===== config.mk =====
export PLATFORM = sky130hd
export DESIGN_NAME = fpu_mem_arbiter_flat
export DESIGN_NICKNAME = d
export VERILOG_FILES = /design/src/rtl/fpu_mem_arbiter_pkg.sv /design/src/rtl/fpu_mem_arbiter_if.sv /design/src/rtl/fpu_mem_arbiter_pick.sv /design/src/rtl/fpu_mem_arbiter.sv /design/src/flat_wrapper.sv
export SDC_FILE = /design/constraint.sdc
export NUM_CORES = 1
export LEC_CHECK = 0
export BUFFER_PORTS_ARGS = -buffer_cell sky130_fd_sc_hd__buf_2
export CELL_PAD_IN_SITES_DETAIL_PLACEMENT = 0
export CELL_PAD_IN_SITES_GLOBAL_PLACEMENT = 1
export CORE_MARGIN = 5
export CORE_UTILIZATION = 18
export CTS_CLUSTER_SIZE = 20
export DETAILED_ROUTE_END_ITERATION = 8
export GPL_TIMING_DRIVEN = 0
export HOLD_SLACK_MARGIN = 0.02
export PLACE_DENSITY_LB_ADDON = 0.1
export SYNTH_ARGS = -nofsm -noshare
export SYNTH_HDL_FRONTEND = slang
export SYNTH_HIERARCHICAL = 1
export SYNTH_SLANG_ARGS = --single-unit

===== constraint.sdc =====
create_clock -name clock -period 2.3 [get_ports clock]
set_input_delay 0.115 -clock clock [delete_from_list [all_inputs] [get_ports clock]]
set_output_delay 0.115 -clock clock [all_outputs]
set_load 0.02 [all_outputs]

===== src/rtl/fpu_mem_arbiter_pkg.sv =====
// Shared types and default widths for the CPU/FPU data-memory arbiter.
package fpu_mem_pkg;

    localparam int unsigned ADDR_W_DEF   = 32;
    localparam int unsigned DATA_W_DEF   = 32;
    localparam int unsigned STRB_W_DEF   = DATA_W_DEF / 8;
    localparam int unsigned MAX_WAIT_DEF = 8;
    localparam int unsigned MAX_LOCK_DEF = 4;

    typedef enum logic [1:0] {
        OWN_NONE = 2'd0,
        OWN_CPU  = 2'd1,
        OWN_FPU  = 2'd2
    } owner_e;

    typedef struct packed {
        logic                  we;
        logic [ADDR_W_DEF-1:0] addr;
        logic [DATA_W_DEF-1:0] wdata;
        logic [STRB_W_DEF-1:0] wstrb;
    } mem_req_t;

endpackage


===== src/rtl/fpu_mem_arbiter_if.sv =====
// Bundle of both requester ports and the memory-macro port; slave = arbiter view.
interface fpu_mem_arbiter_if #(
    parameter int unsigned ADDR_W = 32,
    parameter int unsigned DATA_W = 32
);
    localparam int unsigned STRB_W = DATA_W / 8;

    logic              cpu_req;
    logic              cpu_we;
    logic [ADDR_W-1:0] cpu_addr;
    logic [DATA_W-1:0] cpu_wdata;
    logic [STRB_W-1:0] cpu_wstrb;
    logic              cpu_gnt;
    logic              cpu_rvalid;
    logic [DATA_W-1:0] cpu_rdata;

    logic              fpu_req;
    logic              fpu_we;
    logic              fpu_lock;
    logic [ADDR_W-1:0] fpu_addr;
    logic [DATA_W-1:0] fpu_wdata;
    logic [STRB_W-1:0] fpu_wstrb;
    logic              fpu_gnt;
    logic              fpu_rvalid;
    logic [DATA_W-1:0] fpu_rdata;

    logic              mem_en;
    logic              mem_we;
    logic [ADDR_W-1:0] mem_addr;
    logic [DATA_W-1:0] mem_wdata;
    logic [STRB_W-1:0] mem_wstrb;
    logic [DATA_W-1:0] mem_rdata;

    modport slave (
        input  cpu_req, cpu_we, cpu_addr, cpu_wdata, cpu_wstrb,
        output cpu_gnt, cpu_rvalid, cpu_rdata,
        input  fpu_req, fpu_we, fpu_lock, fpu_addr, fpu_wdata, fpu_wstrb,
        output fpu_gnt, fpu_rvalid, fpu_rdata,
        output mem_en, mem_we, mem_addr, mem_wdata, mem_wstrb,
        input  mem_rdata
    );

    modport master (
        output cpu_req, cpu_we, cpu_addr, cpu_wdata, cpu_wstrb,
        input  cpu_gnt, cpu_rvalid, cpu_rdata,
        output fpu_req, fpu_we, fpu_lock, fpu_addr, fpu_wdata, fpu_wstrb,
        input  fpu_gnt, fpu_rvalid, fpu_rdata,
        input  mem_en, mem_we, mem_addr, mem_wdata, mem_wstrb,
        output mem_rdata
    );

endinterface


===== src/rtl/fpu_mem_arbiter_pick.sv =====
// Combinational winner selection: FPU lock, then starvation, then pointer-first base policy.
module mem_arb_pick
    import fpu_mem_pkg::*;
(
    input  logic   i_cpu_req,
    input  logic   i_fpu_req,
    input  logic   i_locked,
    input  logic   i_cpu_starve,
    input  logic   i_fpu_starve,
    input  owner_e i_rr_ptr,
    output owner_e o_winner
);

    always_comb begin
        o_winner = OWN_NONE;
        if (i_locked && i_fpu_req) begin
            o_winner = OWN_FPU;
        end else if (i_cpu_starve && i_cpu_req) begin
            o_winner = OWN_CPU;
        end else if (i_fpu_starve && i_fpu_req) begin
            o_winner = OWN_FPU;
        end else if (i_rr_ptr == OWN_FPU) begin
            if (i_fpu_req)      o_winner = OWN_FPU;
            else if (i_cpu_req) o_winner = OWN_CPU;
        end else begin
            if (i_cpu_req)      o_winner = OWN_CPU;
            else if (i_fpu_req) o_winner = OWN_FPU;
        end
    end

endmodule


===== src/rtl/fpu_mem_arbiter.sv =====
// CPU/FPU single-port data-memory arbiter with anti-starvation and FPU burst lock.
// FPU_MEM_ARB_RR_EN selects round-robin base policy; default is fixed CPU-first.
module fpu_mem_arbiter
    import fpu_mem_pkg::*;
#(
    parameter int unsigned ADDR_W   = ADDR_W_DEF,
    parameter int unsigned DATA_W   = DATA_W_DEF,
    parameter int unsigned MAX_WAIT = MAX_WAIT_DEF,
    parameter int unsigned MAX_LOCK = MAX_LOCK_DEF
) (
    input  logic                clock,
    input  logic                reset,
    fpu_mem_arbiter_if.slave    bus
);

    localparam int unsigned STRB_W = DATA_W / 8;
    localparam int unsigned WAIT_W = $clog2(MAX_WAIT + 1);
    localparam int unsigned LOCK_W = $clog2(MAX_LOCK + 1);

    typedef struct packed {
        logic              we;
        logic [ADDR_W-1:0] addr;
        logic [DATA_W-1:0] wdata;
        logic [STRB_W-1:0] wstrb;
    } sel_t;

    owner_e            r_rd_owner;
    logic [WAIT_W-1:0] r_cpu_wait;
    logic [WAIT_W-1:0] r_fpu_wait;
    logic [LOCK_W-1:0] r_lock_cnt;
    logic              r_locked;
    logic              r_force_cpu;

    owner_e            w_pick;
    owner_e            w_win;
    owner_e            w_rr_ptr;
    logic              w_cpu_acc;
    logic              w_fpu_acc;
    logic              w_cpu_starve;
    logic              w_fpu_starve;
    sel_t              w_sel;

`ifdef FPU_MEM_ARB_RR_EN
    owner_e r_rr_ptr;

    always_ff @(posedge clock or negedge reset) begin
        if (!reset) begin
            r_rr_ptr <= OWN_CPU;
        end else if (w_cpu_acc) begin
            r_rr_ptr <= OWN_FPU;
        end else if (w_fpu_acc) begin
            r_rr_ptr <= OWN_CPU;
        end
    end

    assign w_rr_ptr = r_rr_ptr;
`else
    assign w_rr_ptr = OWN_CPU;
`endif

    // The one-cycle post-lock CPU turn rides on the CPU starvation input.
    assign w_cpu_starve = (r_cpu_wait == WAIT_W'(MAX_WAIT)) || r_force_cpu;
    assign w_fpu_starve = (r_fpu_wait == WAIT_W'(MAX_WAIT));

    mem_arb_pick u_pick (
        .i_cpu_req    (bus.cpu_req),
        .i_fpu_req    (bus.fpu_req),
        .i_locked     (r_locked),
        .i_cpu_starve (w_cpu_starve),
        .i_fpu_starve (w_fpu_starve),
        .i_rr_ptr     (w_rr_ptr),
        .o_winner     (w_pick)
    );

    assign w_win     = reset ? w_pick : OWN_NONE;
    assign w_cpu_acc = (w_win == OWN_CPU);
    assign w_fpu_acc = (w_win == OWN_FPU);

    always_comb begin
        w_sel = '0;
        unique case (w_win)
            OWN_CPU: begin
                w_sel.we    = bus.cpu_we;
                w_sel.addr  = bus.cpu_addr;
                w_sel.wdata = bus.cpu_wdata;
                w_sel.wstrb = bus.cpu_wstrb;
            end
            OWN_FPU: begin
                w_sel.we    = bus.fpu_we;
                w_sel.addr  = bus.fpu_addr;
                w_sel.wdata = bus.fpu_wdata;
                w_sel.wstrb = bus.fpu_wstrb;
            end
            default: w_sel = '0;
        endcase
    end

    assign bus.cpu_gnt    = w_cpu_acc;
    assign bus.fpu_gnt    = w_fpu_acc;
    assign bus.mem_en     = (w_win != OWN_NONE);
    assign bus.mem_we     = w_sel.we;
    assign bus.mem_addr   = w_sel.addr;
    assign bus.mem_wdata  = w_sel.wdata;
    assign bus.mem_wstrb  = w_sel.wstrb;
    assign bus.cpu_rvalid = (r_rd_owner == OWN_CPU);
    assign bus.fpu_rvalid = (r_rd_owner == OWN_FPU);
    assign bus.cpu_rdata  = bus.mem_rdata;
    assign bus.fpu_rdata  = bus.mem_rdata;

    always_ff @(posedge clock or negedge reset) begin
        if (!reset) begin
            r_rd_owner <= OWN_NONE;
        end else if (w_cpu_acc && !bus.cpu_we) begin
            r_rd_owner <= OWN_CPU;
        end else if (w_fpu_acc && !bus.fpu_we) begin
            r_rd_owner <= OWN_FPU;
        end else begin
            r_rd_owner <= OWN_NONE;
        end
    end

    always_ff @(posedge clock or negedge reset) begin
        if (!reset) begin
            r_cpu_wait <= '0;
            r_fpu_wait <= '0;
        end else begin
            if (!bus.cpu_req || w_cpu_acc) begin
                r_cpu_wait <= '0;
            end else if (r_cpu_wait != WAIT_W'(MAX_WAIT)) begin
                r_cpu_wait <= r_cpu_wait + 1'b1;
            end
            if (!bus.fpu_req || w_fpu_acc) begin
                r_fpu_wait <= '0;
            end else if (r_fpu_wait != WAIT_W'(MAX_WAIT)) begin
                r_fpu_wait <= r_fpu_wait + 1'b1;
            end
        end
    end

    // The beat that brings lock_cnt to MAX_LOCK releases the lock and hands the CPU the next cycle.
    always_ff @(posedge clock or negedge reset) begin
        if (!reset) begin
            r_locked    <= 1'b0;
            r_lock_cnt  <= '0;
            r_force_cpu <= 1'b0;
        end else begin
            r_force_cpu <= 1'b0;
            if (!bus.fpu_req) begin
                r_locked   <= 1'b0;
                r_lock_cnt <= '0;
            end else if (w_fpu_acc) begin
                if (!bus.fpu_lock) begin
                    r_locked   <= 1'b0;
                    r_lock_cnt <= '0;
                end else if ((r_lock_cnt + 1'b1) == LOCK_W'(MAX_LOCK)) begin
                    r_locked    <= 1'b0;
                    r_lock_cnt  <= '0;
                    r_force_cpu <= 1'b1;
                end else begin
                    r_locked   <= 1'b1;
                    r_lock_cnt <= r_lock_cnt + 1'b1;
                end
            end
        end
    end

endmodule


===== src/flat_wrapper.sv =====
// flat-port wrapper written by rule: the top's interface ports become plain ports
module fpu_mem_arbiter_flat import fpu_mem_pkg::*;
#(
    parameter int unsigned ADDR_W   = ADDR_W_DEF,
    parameter int unsigned DATA_W   = DATA_W_DEF,
    parameter int unsigned MAX_WAIT = MAX_WAIT_DEF,
    parameter int unsigned MAX_LOCK = MAX_LOCK_DEF
)
  (clock, reset, bus_cpu_req, bus_cpu_we, bus_cpu_addr, bus_cpu_wdata, bus_cpu_wstrb, bus_cpu_gnt, bus_cpu_rvalid, bus_cpu_rdata, bus_fpu_req, bus_fpu_we, bus_fpu_lock, bus_fpu_addr, bus_fpu_wdata, bus_fpu_wstrb, bus_fpu_gnt, bus_fpu_rvalid, bus_fpu_rdata, bus_mem_en, bus_mem_we, bus_mem_addr, bus_mem_wdata, bus_mem_wstrb, bus_mem_rdata);
  fpu_mem_arbiter_if #(.ADDR_W(ADDR_W), .DATA_W(DATA_W)) bus_i ();
  input  logic clock;
  input  logic reset;
  input wire logic [$bits(bus_i.cpu_req)-1:0] bus_cpu_req;
  input wire logic [$bits(bus_i.cpu_we)-1:0] bus_cpu_we;
  input wire logic [$bits(bus_i.cpu_addr)-1:0] bus_cpu_addr;
  input wire logic [$bits(bus_i.cpu_wdata)-1:0] bus_cpu_wdata;
  input wire logic [$bits(bus_i.cpu_wstrb)-1:0] bus_cpu_wstrb;
  output wire logic [$bits(bus_i.cpu_gnt)-1:0] bus_cpu_gnt;
  output wire logic [$bits(bus_i.cpu_rvalid)-1:0] bus_cpu_rvalid;
  output wire logic [$bits(bus_i.cpu_rdata)-1:0] bus_cpu_rdata;
  input wire logic [$bits(bus_i.fpu_req)-1:0] bus_fpu_req;
  input wire logic [$bits(bus_i.fpu_we)-1:0] bus_fpu_we;
  input wire logic [$bits(bus_i.fpu_lock)-1:0] bus_fpu_lock;
  input wire logic [$bits(bus_i.fpu_addr)-1:0] bus_fpu_addr;
  input wire logic [$bits(bus_i.fpu_wdata)-1:0] bus_fpu_wdata;
  input wire logic [$bits(bus_i.fpu_wstrb)-1:0] bus_fpu_wstrb;
  output wire logic [$bits(bus_i.fpu_gnt)-1:0] bus_fpu_gnt;
  output wire logic [$bits(bus_i.fpu_rvalid)-1:0] bus_fpu_rvalid;
  output wire logic [$bits(bus_i.fpu_rdata)-1:0] bus_fpu_rdata;
  output wire logic [$bits(bus_i.mem_en)-1:0] bus_mem_en;
  output wire logic [$bits(bus_i.mem_we)-1:0] bus_mem_we;
  output wire logic [$bits(bus_i.mem_addr)-1:0] bus_mem_addr;
  output wire logic [$bits(bus_i.mem_wdata)-1:0] bus_mem_wdata;
  output wire logic [$bits(bus_i.mem_wstrb)-1:0] bus_mem_wstrb;
  input wire logic [$bits(bus_i.mem_rdata)-1:0] bus_mem_rdata;
  assign bus_i.cpu_req = bus_cpu_req;
  assign bus_i.cpu_we = bus_cpu_we;
  assign bus_i.cpu_addr = bus_cpu_addr;
  assign bus_i.cpu_wdata = bus_cpu_wdata;
  assign bus_i.cpu_wstrb = bus_cpu_wstrb;
  assign bus_cpu_gnt = bus_i.cpu_gnt;
  assign bus_cpu_rvalid = bus_i.cpu_rvalid;
  assign bus_cpu_rdata = bus_i.cpu_rdata;
  assign bus_i.fpu_req = bus_fpu_req;
  assign bus_i.fpu_we = bus_fpu_we;
  assign bus_i.fpu_lock = bus_fpu_lock;
  assign bus_i.fpu_addr = bus_fpu_addr;
  assign bus_i.fpu_wdata = bus_fpu_wdata;
  assign bus_i.fpu_wstrb = bus_fpu_wstrb;
  assign bus_fpu_gnt = bus_i.fpu_gnt;
  assign bus_fpu_rvalid = bus_i.fpu_rvalid;
  assign bus_fpu_rdata = bus_i.fpu_rdata;
  assign bus_mem_en = bus_i.mem_en;
  assign bus_mem_we = bus_i.mem_we;
  assign bus_mem_addr = bus_i.mem_addr;
  assign bus_mem_wdata = bus_i.mem_wdata;
  assign bus_mem_wstrb = bus_i.mem_wstrb;
  assign bus_i.mem_rdata = bus_mem_rdata;
  fpu_mem_arbiter #(.ADDR_W(ADDR_W), .DATA_W(DATA_W), .MAX_WAIT(MAX_WAIT), .MAX_LOCK(MAX_LOCK)) u_core (.clock(clock), .reset(reset), .bus(bus_i));
endmodule

==> out/results.tsv <==
stage	metric	value	unit
setup_path	crit_fanout	10	
die	initial_utilization	18.3	%
routing	detail-route-antenna-nets	0	
placement	placed_area	4450	um2
synth	synth_flop_cell	dfrtp_1	
layout	layout.nets	806	
synth	syn_area_per_cell	7.67	um2
die	io_pins	313	
placement	dp_hpwl	9990	um
clocking	cts-root-buf	clkbuf_16	
timing	setup_viol	70	
global_routing	grt_usage	14.0	%
clocking	numCtsBuffers	3	
timing	skew	4.70	ps
synth	yosysUniqueCellTypes	26	
global_routing	antenna_found_initial	0	
routing	drc	0	
setup_path	rrSetupSlack	-20	ps
worst_hold_path	hp-start	bus_fpu_we	
setup_path	required	2180	ps
timing	slew_viol_final	0	
setup_path	arrival	2430	ps
power_and_ir_drop	p_per_area	306	nW/um2
setup_path	timing.critical_path.cells	inv_1 > ha_2 > nand3b_1 > inv_2 > o311ai_4 > and2_4 > nand2_4 > inv_2 > ha_4 > buf_12 > buf_12 > a22oi_2 > nor2b_2 > buf_6	
routing	wirelength	12300	um
layout	drive_gt1_share	88.5	%
timing	layout_setup_ws	-242	ps
clocking	clk_pin_slew	50	ps
clocking	clockBufferDepth	2	
layout	final_cell_area	5740	um2
clocking	h-tree-depth	1	
synth	ys_top_cells_by_area	a22oi_1 (21%), buf_4 (21%), nor2b_1 (19%)	
setup_path	r2r-start	u_core/r_fpu_wait[0]	
worst_hold_path	min_path_cells	2	
setup_path	rr_worst_depth	15	
clocking	cts_tree	done	
outcome	status	finished, violations left	
synth	syn_area	2410	um2
timing	period_minus_slack	2540	ps
setup_path	cpPeakStageDelay	340	ps
synth	yosysTopAreaCell	a22oi_1	
die	rows	42	
die	die_w	126	um
timing	rsz0062_at_grt	yes	
layout	area_growth	138	%
setup_path	cp.buffers_inverters	6	
routing	via_per_inst	4.15	
job	maxCapViolCount	0	
placement	finalWeightedCongestion	0.769	
layout	postLayoutCoreUtil	43.5	%
setup_path	crit_type	flip-flop to primary output	
routing	vias	3302	
synth	synth_warnings	6	
layout	seqCellArea	375	um2
global_routing	overflow	0	
die	die_h	126	um
setup_path	cp_slowest_cell	dfrtp_1	
synth	netlist_instances	314	
die	die-area	15800	um2
setup_path	endpoint_kind	primary output	
timing	worstMarginPinSlew	693	ps
synth	syn-num-nets	499	
setup_path	reg2reg_to	u_core/r_lock_cnt[2]	
die	core-area	13200	um2
synth	synth_common_cells	nor2b_1 (74), a22oi_1 (69), buf_4 (66)	
power_and_ir_drop	p_leak	0.00270	uW
placement	place_ws	-478	ps
clocking	clock_sinks	15	
timing	hold_violations	0	
outcome	violations	setup timing	
global_routing	grt_max_degree	16	
worst_hold_path	hp-class	primary input to flip-flop	
synth	yosysMostFrequentCell	nor2b_1	
synth	ys_ff_latch	15	
timing	relSlewSlack	53.7	%
setup_path	path_delay_family	buffers and inverters	
global_routing	grt_pass1_wl	18400	um
timing	clock.fmax	393	MHz
layout	num_antenna_cells	0	
routing	drt_iter0_markers	64	
routing	dr.pass1.iters	4	
clocking	insertion_delay	240	ps
synth	synthArstFlopShare	100	%
layout	multi_input_area	2110	um2
synth	yosysSeqAreaShare	15.6	%
synth	synth_top_cell_area_share	21.5	%
placement	port_buffers	280	
timing	finalCritPeriodShare	111	%
setup_path	worstSetupStartpointType	flip-flop	
global_routing	grt_pass1_vias	3555	
layout	nFillCells	1340	
power_and_ir_drop	peakVddDrop	0.158	mV
synth	synth_edf_count	0	
worst_hold_path	min_to	u_core/r_rd_owner[1]	
routing	wire_per_inst	15.5	um
flip-flops by register name (all words and copies together), names as in the netlist:
signal / count
u_core/r_fpu_wait: 4
u_core/r_lock_cnt: 3
u_core/r_force_cpu: 1
u_core/r_locked: 1
u_core/r_rd_owner: 2
u_core/r_cpu_wait: 4
cell families after synthesis:
logic type               after synthesis  share of synthesized area, %
adder cells (fa/ha/maj)               10                          5.19
XOR/XNOR                               7                          2.54
AND/OR/NAND/NOR                      106                          25.9
other                                  2                         0.312
AO/OA/AOI/OAI                         74                          23.2
flip-flops                            15                          15.6
multiplexers                           4                          1.66
buffers and inverters                 96                          25.6
how the worst max path moves through the flow:
stage	startpoint	endpoint	slack (ps)	depth (start not counted)
3_5_place_dp	u_core/r_fpu_wait[0]	bus_mem_addr[12]	-480	12
6_report	u_core/r_fpu_wait[0]	bus_mem_wdata[11]	-240	14
5_1_grt	u_core/r_fpu_wait[0]	bus_mem_addr[28]	-370	14
3_3_place_gp	u_core/r_fpu_wait[0]	bus_mem_addr[12]	-490	12
4_1_cts	u_core/r_cpu_wait[0]	bus_mem_wdata[13]	-270	15
2_1_floorplan	u_core/r_cpu_wait[0]	bus_mem_addr[0]	20	13
metal layers:
metal,wire [um],global-route usage (%)
met5,0,0
met4,355,4.27
met3,1040,3.30
met2,6740,26.5
met1,4200,15.5
metrics by stage:
step | power (uW) | setup TNS, ps | hold slack [ps] | cells
4_1_cts | 1690 | -14830 | 88.1 | 786
3_5_place_dp | 1170 | -23490 | 65.3 | 770
3_3_place_gp | 1160 | -23560 | 74.8 | 770
6_report | 1760 | -13150 | 98.1 | 796
2_1_floorplan | 854 | 0 | -181 | 314
5_1_grt | 1860 | -23630 | 96.1 | 796
cells in the final DEF (no fill, tap or decap), types with 4 or more instances in the layout:
| cell type | count |
|---|---|
| buf_2 | 211 |
| nor2b_2 | 55 |
| inv_2 | 5 |
| inv_1 | 4 |
| buf_4 | 85 |
| xor2_1 | 4 |
| nand2_1 | 6 |
| buf_6 | 66 |
| ha_4 | 5 |
| nor2b_1 | 4 |
| nor2_1 | 8 |
| ha_1 | 4 |
| mux2i_1 | 4 |
| clkbuf_16 | 10 |
| nor2b_4 | 15 |
| buf_12 | 11 |
| dfrtp_1 | 15 |
| a22oi_2 | 69 |
where the power goes:
part | total [uW] | leakage, uW | internal (uW) | switching [uW]
sequential | 285 | 0.000204 | 276 | 8.44
combinational | 1140 | 0.00245 | 616 | 521
clock | 337 | 0.0000409 | 232 | 105
what timing repair did:
item	CTS	global route
pin swaps	20	23
gates resized for setup	185	80
gates cloned	0	6
setup endpoints to repair	79	78
hold buffers	1	0
setup buffers	11	5
endpoints found under the hold margin	15	0
area by class of cell:
cell class | instances | area share, %
multi-input combinational | 203 | 36.7
timing repair buffer | 302 | 36.3
buffer | 87 | 14.6
sequential | 15 | 6.53
tap | 176 | 3.83
clock buffer | 3 | 1.31
inverter | 9 | 0.588
clock inverter | 1 | 0.0871
Power figures use the tool's default switching activity.
